==> src/rtl/range_frame_sender_if.sv <==
// ============================================================================
// Module   : range_frame_sender_if
// Function : Host-side load/start bus and range-finder frame outputs.
//            RANGE_SENDER_REF_EN adds the exp_range/exp_valid reference outputs.
// Revision : 1.0  initial release
// ============================================================================
`default_nettype none

interface range_frame_sender_if #(
  parameter int WIDTH = 10
);
  logic             wr_en;
  logic [WIDTH-1:0] wr_data;
  logic             wr_ready;
  logic             wr_drop;
  logic             start;
  logic             start_err;
  logic [WIDTH-1:0] data_out;
  logic             go;
  logic             finish;
  logic             busy;
  logic             done;
`ifdef RANGE_SENDER_REF_EN
  logic [WIDTH-1:0] exp_range;
  logic             exp_valid;

  modport master (
    output wr_en, wr_data, start,
    input  wr_ready, wr_drop, start_err, data_out, go, finish, busy, done,
    input  exp_range, exp_valid
  );

  modport slave (
    input  wr_en, wr_data, start,
    output wr_ready, wr_drop, start_err, data_out, go, finish, busy, done,
    output exp_range, exp_valid
  );
`else
  modport master (
    output wr_en, wr_data, start,
    input  wr_ready, wr_drop, start_err, data_out, go, finish, busy, done
  );

  modport slave (
    input  wr_en, wr_data, start,
    output wr_ready, wr_drop, start_err, data_out, go, finish, busy, done
  );
`endif
endinterface

`default_nettype wire

==> src/rtl/range_frame_sender.sv <==
// ============================================================================
// Module   : range_frame_sender
// Function : Buffers up to DEPTH samples and replays them as one go/finish
//            framed burst. RANGE_SENDER_REF_EN adds min/max range reference.
// Revision : 1.0  initial release
// ============================================================================
`default_nettype none

module range_frame_sender #(
  parameter int WIDTH = 10,
  parameter int DEPTH = 8
) (
  input  wire logic           clock,
  input  wire logic           reset_n,
  range_frame_sender_if.slave bus
);

  localparam int              CW      = $clog2(DEPTH) + 1;
  localparam int              AW      = CW - 1;
  localparam logic [CW-1:0]   DEPTH_C = CW'(DEPTH);
  localparam logic [CW-1:0]   ONE_C   = CW'(1);
  localparam logic [CW-1:0]   TWO_C   = CW'(2);

  typedef enum logic [0:0] {
    IDLE = 1'b0,
    SEND = 1'b1
  } state_t;

  state_t           state_q, state_d;
  logic [WIDTH-1:0] mem_q [DEPTH];
  logic [WIDTH-1:0] mem_d [DEPTH];
  logic [CW-1:0]    count_q, count_d;
  logic [CW-1:0]    idx_q, idx_d;
  logic [CW-1:0]    n_q, n_d;
  logic [WIDTH-1:0] data_out_q, data_out_d;
  logic             go_q, go_d;
  logic             finish_q, finish_d;
  logic             busy_q, busy_d;
  logic             done_q, done_d;
  logic             wr_drop_q, wr_drop_d;
  logic             start_err_q, start_err_d;

  logic             wr_ready;
  logic             start_acc;
  logic             wr_acc;
  logic             beat_en;
  logic [WIDTH-1:0] beat_data;

  assign wr_ready  = (state_q == IDLE) && (count_q < DEPTH_C);
  assign start_acc = (state_q == IDLE) && bus.start && (count_q >= TWO_C);
  assign wr_acc    = bus.wr_en && wr_ready && !start_acc;
  // SEND spends n beat cycles (idx < n) followed by one done cycle (idx == n).
  assign beat_en   = (state_q == SEND) && (idx_q < n_q);
  assign beat_data = mem_q[idx_q[AW-1:0]];

  always_comb begin
    state_d     = state_q;
    mem_d       = mem_q;
    count_d     = count_q;
    idx_d       = idx_q;
    n_d         = n_q;
    data_out_d  = data_out_q;
    go_d        = 1'b0;
    finish_d    = 1'b0;
    busy_d      = 1'b0;
    done_d      = 1'b0;
    wr_drop_d   = bus.wr_en && !wr_acc;
    start_err_d = bus.start && !start_acc;

    if (wr_acc) begin
      mem_d[count_q[AW-1:0]] = bus.wr_data;
      count_d                = count_q + ONE_C;
    end

    case (state_q)
      IDLE: begin
        if (start_acc) begin
          state_d = SEND;
          idx_d   = '0;
          n_d     = count_q;
        end
      end
      SEND: begin
        if (beat_en) begin
          data_out_d = beat_data;
          go_d       = (idx_q == '0);
          finish_d   = (idx_q == (n_q - ONE_C));
          busy_d     = 1'b1;
          idx_d      = idx_q + ONE_C;
        end else begin
          done_d  = 1'b1;
          state_d = IDLE;
          count_d = '0;
        end
      end
      default: state_d = IDLE;
    endcase
  end

  always_ff @(posedge clock) begin
    if (!reset_n) begin
      state_q     <= IDLE;
      mem_q       <= '{default: '0};
      count_q     <= '0;
      idx_q       <= '0;
      n_q         <= '0;
      data_out_q  <= '0;
      go_q        <= 1'b0;
      finish_q    <= 1'b0;
      busy_q      <= 1'b0;
      done_q      <= 1'b0;
      wr_drop_q   <= 1'b0;
      start_err_q <= 1'b0;
    end else begin
      state_q     <= state_d;
      mem_q       <= mem_d;
      count_q     <= count_d;
      idx_q       <= idx_d;
      n_q         <= n_d;
      data_out_q  <= data_out_d;
      go_q        <= go_d;
      finish_q    <= finish_d;
      busy_q      <= busy_d;
      done_q      <= done_d;
      wr_drop_q   <= wr_drop_d;
      start_err_q <= start_err_d;
    end
  end

  assign bus.wr_ready  = wr_ready;
  assign bus.wr_drop   = wr_drop_q;
  assign bus.start_err = start_err_q;
  assign bus.data_out  = data_out_q;
  assign bus.go        = go_q;
  assign bus.finish    = finish_q;
  assign bus.busy      = busy_q;
  assign bus.done      = done_q;

`ifdef RANGE_SENDER_REF_EN
  logic [WIDTH-1:0] min_q, min_d;
  logic [WIDTH-1:0] max_q, max_d;
  logic [WIDTH-1:0] exp_range_q, exp_range_d;
  logic             exp_valid_q, exp_valid_d;

  // Beat 0 seeds the extremes so no stale frame leaks into the next range.
  always_comb begin
    min_d       = min_q;
    max_d       = max_q;
    exp_range_d = exp_range_q;
    exp_valid_d = 1'b0;
    if (beat_en) begin
      if (idx_q == '0) begin
        min_d = beat_data;
        max_d = beat_data;
      end else begin
        if (beat_data < min_q) min_d = beat_data;
        if (beat_data > max_q) max_d = beat_data;
      end
    end
    if ((state_q == SEND) && !beat_en) begin
      exp_range_d = max_q - min_q;
      exp_valid_d = 1'b1;
    end
  end

  always_ff @(posedge clock) begin
    if (!reset_n) begin
      min_q       <= '0;
      max_q       <= '0;
      exp_range_q <= '0;
      exp_valid_q <= 1'b0;
    end else begin
      min_q       <= min_d;
      max_q       <= max_d;
      exp_range_q <= exp_range_d;
      exp_valid_q <= exp_valid_d;
    end
  end

  assign bus.exp_range = exp_range_q;
  assign bus.exp_valid = exp_valid_q;
`endif

endmodule

`default_nettype wire

==> src/flat_wrapper.sv <==
// flat-port wrapper written by rule: the top's interface ports become plain ports
module range_frame_sender_flat 
#(
  parameter int WIDTH = 10,
  parameter int DEPTH = 8
)
  (clock, reset_n, bus_wr_en, bus_wr_data, bus_start, bus_wr_ready, bus_wr_drop, bus_start_err, bus_data_out, bus_go, bus_finish, bus_busy, bus_done);
  range_frame_sender_if #(.WIDTH(WIDTH)) bus_i ();
  input  wire logic clock;
  input  wire logic reset_n;
  input wire logic [$bits(bus_i.wr_en)-1:0] bus_wr_en;
  input wire logic [$bits(bus_i.wr_data)-1:0] bus_wr_data;
  input wire logic [$bits(bus_i.start)-1:0] bus_start;
  output wire logic [$bits(bus_i.wr_ready)-1:0] bus_wr_ready;
  output wire logic [$bits(bus_i.wr_drop)-1:0] bus_wr_drop;
  output wire logic [$bits(bus_i.start_err)-1:0] bus_start_err;
  output wire logic [$bits(bus_i.data_out)-1:0] bus_data_out;
  output wire logic [$bits(bus_i.go)-1:0] bus_go;
  output wire logic [$bits(bus_i.finish)-1:0] bus_finish;
  output wire logic [$bits(bus_i.busy)-1:0] bus_busy;
  output wire logic [$bits(bus_i.done)-1:0] bus_done;
  assign bus_i.wr_en = bus_wr_en;
  assign bus_i.wr_data = bus_wr_data;
  assign bus_i.start = bus_start;
  assign bus_wr_ready = bus_i.wr_ready;
  assign bus_wr_drop = bus_i.wr_drop;
  assign bus_start_err = bus_i.start_err;
  assign bus_data_out = bus_i.data_out;
  assign bus_go = bus_i.go;
  assign bus_finish = bus_i.finish;
  assign bus_busy = bus_i.busy;
  assign bus_done = bus_i.done;
  range_frame_sender #(.WIDTH(WIDTH), .DEPTH(DEPTH)) u_core (.clock(clock), .reset_n(reset_n), .bus(bus_i));
endmodule
==> config.mk <==
export PLATFORM = sky130hd
export DESIGN_NAME = range_frame_sender_flat
export DESIGN_NICKNAME = d
export VERILOG_FILES = /design/src/rtl/range_frame_sender_if.sv /design/src/rtl/range_frame_sender.sv /design/src/flat_wrapper.sv
export SDC_FILE = /design/constraint.sdc
export NUM_CORES = 1
export LEC_CHECK = 0
export ABC_AREA = 1
export BUFFER_PORTS_ARGS = -buffer_cell sky130_fd_sc_hd__buf_2
export CORE_MARGIN = 4
export CORE_UTILIZATION = 50
export CTS_CLUSTER_DIAMETER = 60
export CTS_CLUSTER_SIZE = 10
export DETAILED_ROUTE_END_ITERATION = 7
export PLACE_DENSITY = 0.67
export SLEW_MARGIN = 5
export SYNTH_ARGS = -nofsm -noshare
export SYNTH_HDL_FRONTEND = slang
export SYNTH_SLANG_ARGS = --single-unit
==> constraint.sdc <==
create_clock -name clock -period 5.72 [get_ports clock]
set_clock_uncertainty 0.15 [all_clocks]
set_input_delay 1.716 -clock clock [delete_from_list [all_inputs] [get_ports clock]]
set_output_delay 1.716 -clock clock [all_outputs]
set_load 0.01 [all_outputs]
==> results of run 1 <==
[layout by cell type (no fill, tap or decap), types with 4 or more instances in the layout]
| cell | synthesis | routed |
|---|---|---|
| dfxtp_1 | 109 | 109 |
| o21ai_0 | 43 | 43 |
| buf_2 | 10 | 30 |
| ha_1 | 8 | 8 |
| nand3_1 | 115 | 115 |
| a21oi_1 | 20 | 20 |
| nor3_1 | 4 | 4 |
| nand2_2 | 6 | 6 |
| o21ai_1 | 5 | 5 |
| nor2_4 | 5 | 5 |
| clkbuf_8 | 0 | 11 |
| inv_1 | 154 | 154 |
| nor2_1 | 139 | 139 |
| nand2_1 | 193 | 193 |
| xnor2_1 | 4 | 4 |
[critical path: stages]
cell	delay [ns]
buf_2	0.10
inv_1	0.06
nor2_1	0.05
nand2_2	0.21
nand2_2	0.26
nor2_4	0.82
nand2_2	0.34
nand2_1	0.14
inv_1	0.04
nor2_1	0.11
[power by group through the flow]
stage	Clock, uW	Sequential (uW)	Combinational (uW)
final	530	810	238
after global routing	570	814	269
after CTS	537	809	234
after detailed placement	0	827	233
after global placement	0	826	230
after floorplan	0	822	177
[layer usage]
layer | GRT usage, % | up-vias | routed length, um
met5 | 0 | - | 0
li1 | - | 2574 | -
met1 | 37.08 | 2304 | 6997
met4 | 9.135 | 0 | 422
met2 | 34.29 | 221 | 6167
met3 | 2.588 | 32 | 1189
[sequential cells by signal, summed over array words and instances (netlist names)]
name and cells:
u_core.bus.busy 1, u_core.bus.data_out 10, u_core.bus.done 1, u_core.bus.finish 1
u_core.bus.go 1, u_core.bus.start_err 1, u_core.bus.wr_drop 1, u_core.count_q 4
u_core.idx_q 4, u_core.mem_q 80, u_core.n_q 4, u_core.state_q 1
[cells in the mapped netlist]
master    instances
nor2_2            1
inv_1           154
clkbuf_1         29
buf_6             1
inv_2             3
nor2_1          139
nor3_1            4
buf_1             6
buf_2            10
a21oi_1          20
xor2_1            2
xnor2_1           4
o21ai_1           5
nor3b_2           1
dfxtp_1         109
nand3_1         115
nor2_4            5
ha_1              8
nand2_1         193
nand4_1           1
o21ai_0          43
nand2_2           6
[path summary, 6_finish.rpt]
kind	end	slack, ns	cells after the start	startpoint
setup / recovery	u_core.mem_q[31]	2.03	10	bus_start
hold / removal	u_core.bus.data_out[1]	0.32	2	u_core.bus.data_out[1]
setup reg to reg	u_core.bus.data_out[5]	2.53	10	u_core.idx_q[0]
hold reg to reg	u_core.bus.data_out[1]	0.32	2	u_core.bus.data_out[1]
[cell type report]
class	count	area, um2	share of cell area [%]
clock buffers	13	158.9	2.742
clock inverters	3	67.56	1.166
inverters	157	589.3	10.17
multi-input cells	547	2454	42.34
flip-flops and latches	109	2182	37.66
well taps	136	170.2	2.937
repair buffers	33	172.7	2.980
[stage by stage]
stage | setup WS [ns] | area (um2) | hold WS, ns
global placement | 1.796 | 5568 | 0.3027
CTS | 2.106 | 5794 | 0.3219
finish | 2.034 | 5794 | 0.3176
detailed placement | 1.725 | 5568 | 0.3060
global route | 1.821 | 5794 | 0.3352
floorplan | 2.897 | 5418 | 0.3132
[kinds of logic after synthesis]
group / share of synthesized area, %
AND/OR/NAND/NOR: 36.19
buffers and inverters: 14.43
flip-flops: 40.28
AO/OA/AOI/OAI: 6.282
adder cells (fa/ha/maj): 1.848
XOR/XNOR: 0.9700
==> out/qor.txt, run 1 <==
Placed Instances = 982
Synth unique cells = 22
Peak supply drop = 0.1499 mV
HPWL Detailed = 10380 um
Vias per cell = 5.141
Clk pwr share = 33.6%
Clock Pin Slew Worst Setup and Hold Paths = 0.10 ns
CTS Buf Count = 9
Routed wire per std cell = 14.81 um
DR iter-0 viols = 605
Antenna Nets Post-Route = 0
I/O pin cnt = 31
Syn. warnings = 0
Initial antenna violation count = 0
Core area = 10420 um2
Final core utilization = 55.63%
Final hold viol count = 0
Post-Layout Cell Count = 998
Initial Util = 52.01%
Combinational power share = 15.1%
H-tree Lvls = 3
Power per standard cell area = 272.3 nW/um2
Setup TNS = 0 ns
1st-pass router iterations = 5
Pin count of the biggest net entering global routing = 51
Mapped cell area = 5418 um2
Die Wd = 112.1 um
Pins Over Slew Limit = 0
Number of port buffers = 30
Part of the Yosys area used for sequential elements = 40.28%
Area leader, netlist = dfxtp_1
Setup repair bufs after CTS = 0
Critical Path RT = 5.88 ns
Die height = 112.1 um
Worst slew pin tran = 1.253 ns
Cell leakage power = 0.002811 uW
Unrepaired setup endpoints after global routing = no
Root Buffer = clkbuf_8
FP Rows = 37
Synth area leaders = dfxtp_1 (40%), nand2_1 (13%), inv_1 (11%), nand3_1 (11%), nor2_1 (9.6%)
Sequential fraction of design power = 51.3%
# nets final = 879
Final setup vio count = 0
Placer congestion estimate = 0.9312
Synth top area share = 40.28%
Layout cells sized above 1 = 7.309%
Post-route clock period utilization = 64.45%
Fmax = 271.3 MHz
Post-synthesis average cell area = 6.307 um2
CP Max Fanout = 44
Worst setup EP type = flop
First-pass GRT wire length = 24200 um
Number of gates resized after cts = 0
All-Layer GR Usage = 24.05%
Worst min path class = flop to flop
Syn_nets = 881
Final worst path period need = 3.686 ns
Cells after Synth = 859
CTS tree = built
Crit path launch type = input port
Switch share = 28.17%
Status = complete, no violations
Relative slew slack = 16.40%
WL final = 14780 um
Synth Register Bits = 109
Clk buf depth = 2
CTS Hold Bufs = 0
Grt total ovfl = 0
Area growth syn-to-layout = 6.952%
P_sw = 444.4 uW
P_int = 1133 uW
Clk Latency, worst-skew pair = 0.37 ns
WS Path Type = input port to flop
Die area = 12570 um2
Critical Path AT = 3.85 ns
Vias = 5131
Max-cap violations = 0
Tot Pwr = 1578 uW
Clock sinks = 109
Drt drc = 0
Layout fillers = 1054
Vias in the first global route = 4632
N_diodes = 0
Note: power is estimated with default switching activity, not from simulation.
==> run 2, diff against run 1 <==
--- a/config.mk
+++ b/config.mk
@@ -12,7 +12,7 @@
 export CTS_CLUSTER_DIAMETER = 60
 export CTS_CLUSTER_SIZE = 10
 export DETAILED_ROUTE_END_ITERATION = 7
-export PLACE_DENSITY = 0.67
+export PLACE_DENSITY = 0.7
 export SLEW_MARGIN = 5
 export SYNTH_ARGS = -nofsm -noshare
 export SYNTH_HDL_FRONTEND = slang
==> constraint.sdc (replaced) <==
create_clock -name clock -period 3.24 [get_ports clock]
set_clock_uncertainty 0.15 [all_clocks]
set_input_delay 0.972 -clock clock [delete_from_list [all_inputs] [get_ports clock]]
set_output_delay 0.972 -clock clock [all_outputs]
set_load 0.01 [all_outputs]
==> out/qor.txt, run 2 (same netlist as run 1, synthesis figures left out) <==
Max-cap violations = 0
Most frequent cells in the layout = nand2_1 (193), inv_1 (154), nor2_1 (139)
Initial Util = 52.01%
CP Max Fanout = 13
Clock Pin Slew Worst Setup and Hold Paths = 0.10 ns
Commonest non-fill, non-tap cell in the layout = nand2_1
Cell leakage power = 0.002871 uW
DR iter-0 viols = 584
First-pass GRT wire length = 24160 um
Initial antenna violation count = 0
Clk Latency, worst-skew pair = 0.39 ns
Fmax = 403.3 MHz
H-tree Lvls = 3
N_diodes = 0
Clock sinks = 109
Layout cells sized above 1 = 8.496%
Power per standard cell area = 480.5 nW/um2
Final hold viol count = 0
WS Path Type = flop to flop
Setup TNS = 0 ns
Worst slew pin tran = 0.8184 ns
Placer congestion estimate = 0.9549
All-Layer GR Usage = 24.07%
Clk buf depth = 2
# nets final = 889
FP Rows = 37
CTS Hold Bufs = 0
Root Buffer = clkbuf_8
Peak supply drop = 0.2887 mV
Antenna Nets Post-Route = 0
Relative slew slack = 45.24%
Drt drc = 0
Critical Path RT = 3.39 ns
Final setup vio count = 0
Area growth syn-to-layout = 8.684%
Status = complete, no violations
Grt total ovfl = 0
CTS tree = built
Vias in the first global route = 4673
Number of port buffers = 30
Unrepaired setup endpoints after global routing = no
Vias = 5146
Crit path launch type = flop
Hold Slack = 0.3185 ns
I/O pin cnt = 31
Largest register FFs = 80
Worst setup EP type = flop
HPWL Detailed = 10630 um
WL final = 14890 um
Final worst path period need = 2.479 ns
Pins Over Slew Limit = 0
Layout fillers = 1080
Setup repair bufs after CTS = 0
Worst min path class = flop to flop
CTS Buf Count = 9
Worst r2r src = u_core.count_q[1]
Crit path from = u_core.count_q[1]
Die Wd = 112.1 um
Critical Path AT = 2.63 ns
Post-route clock period utilization = 76.52%
Register with the most flip-flops = u_core.mem_q
Die area = 12570 um2
Multi-input combinational cell area = 2454 um2
Number of gates resized after cts = 0
Vias per cell = 5.110
Hold Crit Start = u_core.bus.data_out[7]
Sequential Area = 2182 um2
1st-pass router iterations = 5
Routed wire per std cell = 14.79 um
Pin count of the biggest net entering global routing = 61
Core area = 10420 um2
Die height = 112.1 um
## run 2: final timing paths
| kind | end | slack (ns) | depth (start not counted) |
|---|---|---|---|
| max reg2reg | u_core.mem_q[0] | 0.76 | 9 |
| max | u_core.mem_q[0] | 0.76 | 9 |
| min reg2reg | u_core.bus.data_out[7] | 0.32 | 2 |
| min | u_core.bus.data_out[7] | 0.32 | 2 |
## run 2: worst max-delay path, cell delays in order (launching register included)
cell	delay, ns
dfxtp_1	0.39
nor2_4	0.37
nand2_1	0.11
nand2_2	0.22
nand2_2	0.12
buf_4	0.21
nor2_2	0.32
inv_1	0.27
nor2_1	0.15
nor2_1	0.06
## run 2: power by group
part           leakage (uW)  switching, uW  internal (uW)
combinational       0.00187            305            140
sequential         0.000883           30.6           1400
clock              0.000115            461            495
## run 2: metal layers
metal	share of wire [%]	up-vias	wire length [um]	track usage, %
li1	-	2598	-	-
met1	47	2321	7004	35.69
met2	43	195	6335	34.01
met3	7.8	32	1159	4.528
met4	2.6	0	392	10.34
met5	0	-	0	0
## run 2: area by class of cell
cell class / instances / share of cell area, %
clock buffer: 12 / 2.805
tap: 136 / 2.890
sequential: 109 / 37.06
multi-input combinational: 547 / 41.67
timing repair buffer: 43 / 4.420
clock inverter: 3 / 1.147
inverter: 157 / 10.01
## run 2: stage by stage
stage	total power, uW	area [um2]	util [%]	std cells	setup slack, ns
floorplan	1763	5418	-	859	1.144
global placement	1887	5655	54.29	992	0.5299
detailed placement	1897	5655	54.29	992	0.4450
CTS	2835	5888	56.53	1007	0.7656
global route	2962	5888	56.53	1007	0.5623
finish	2829	5888	56.53	1007	0.7608
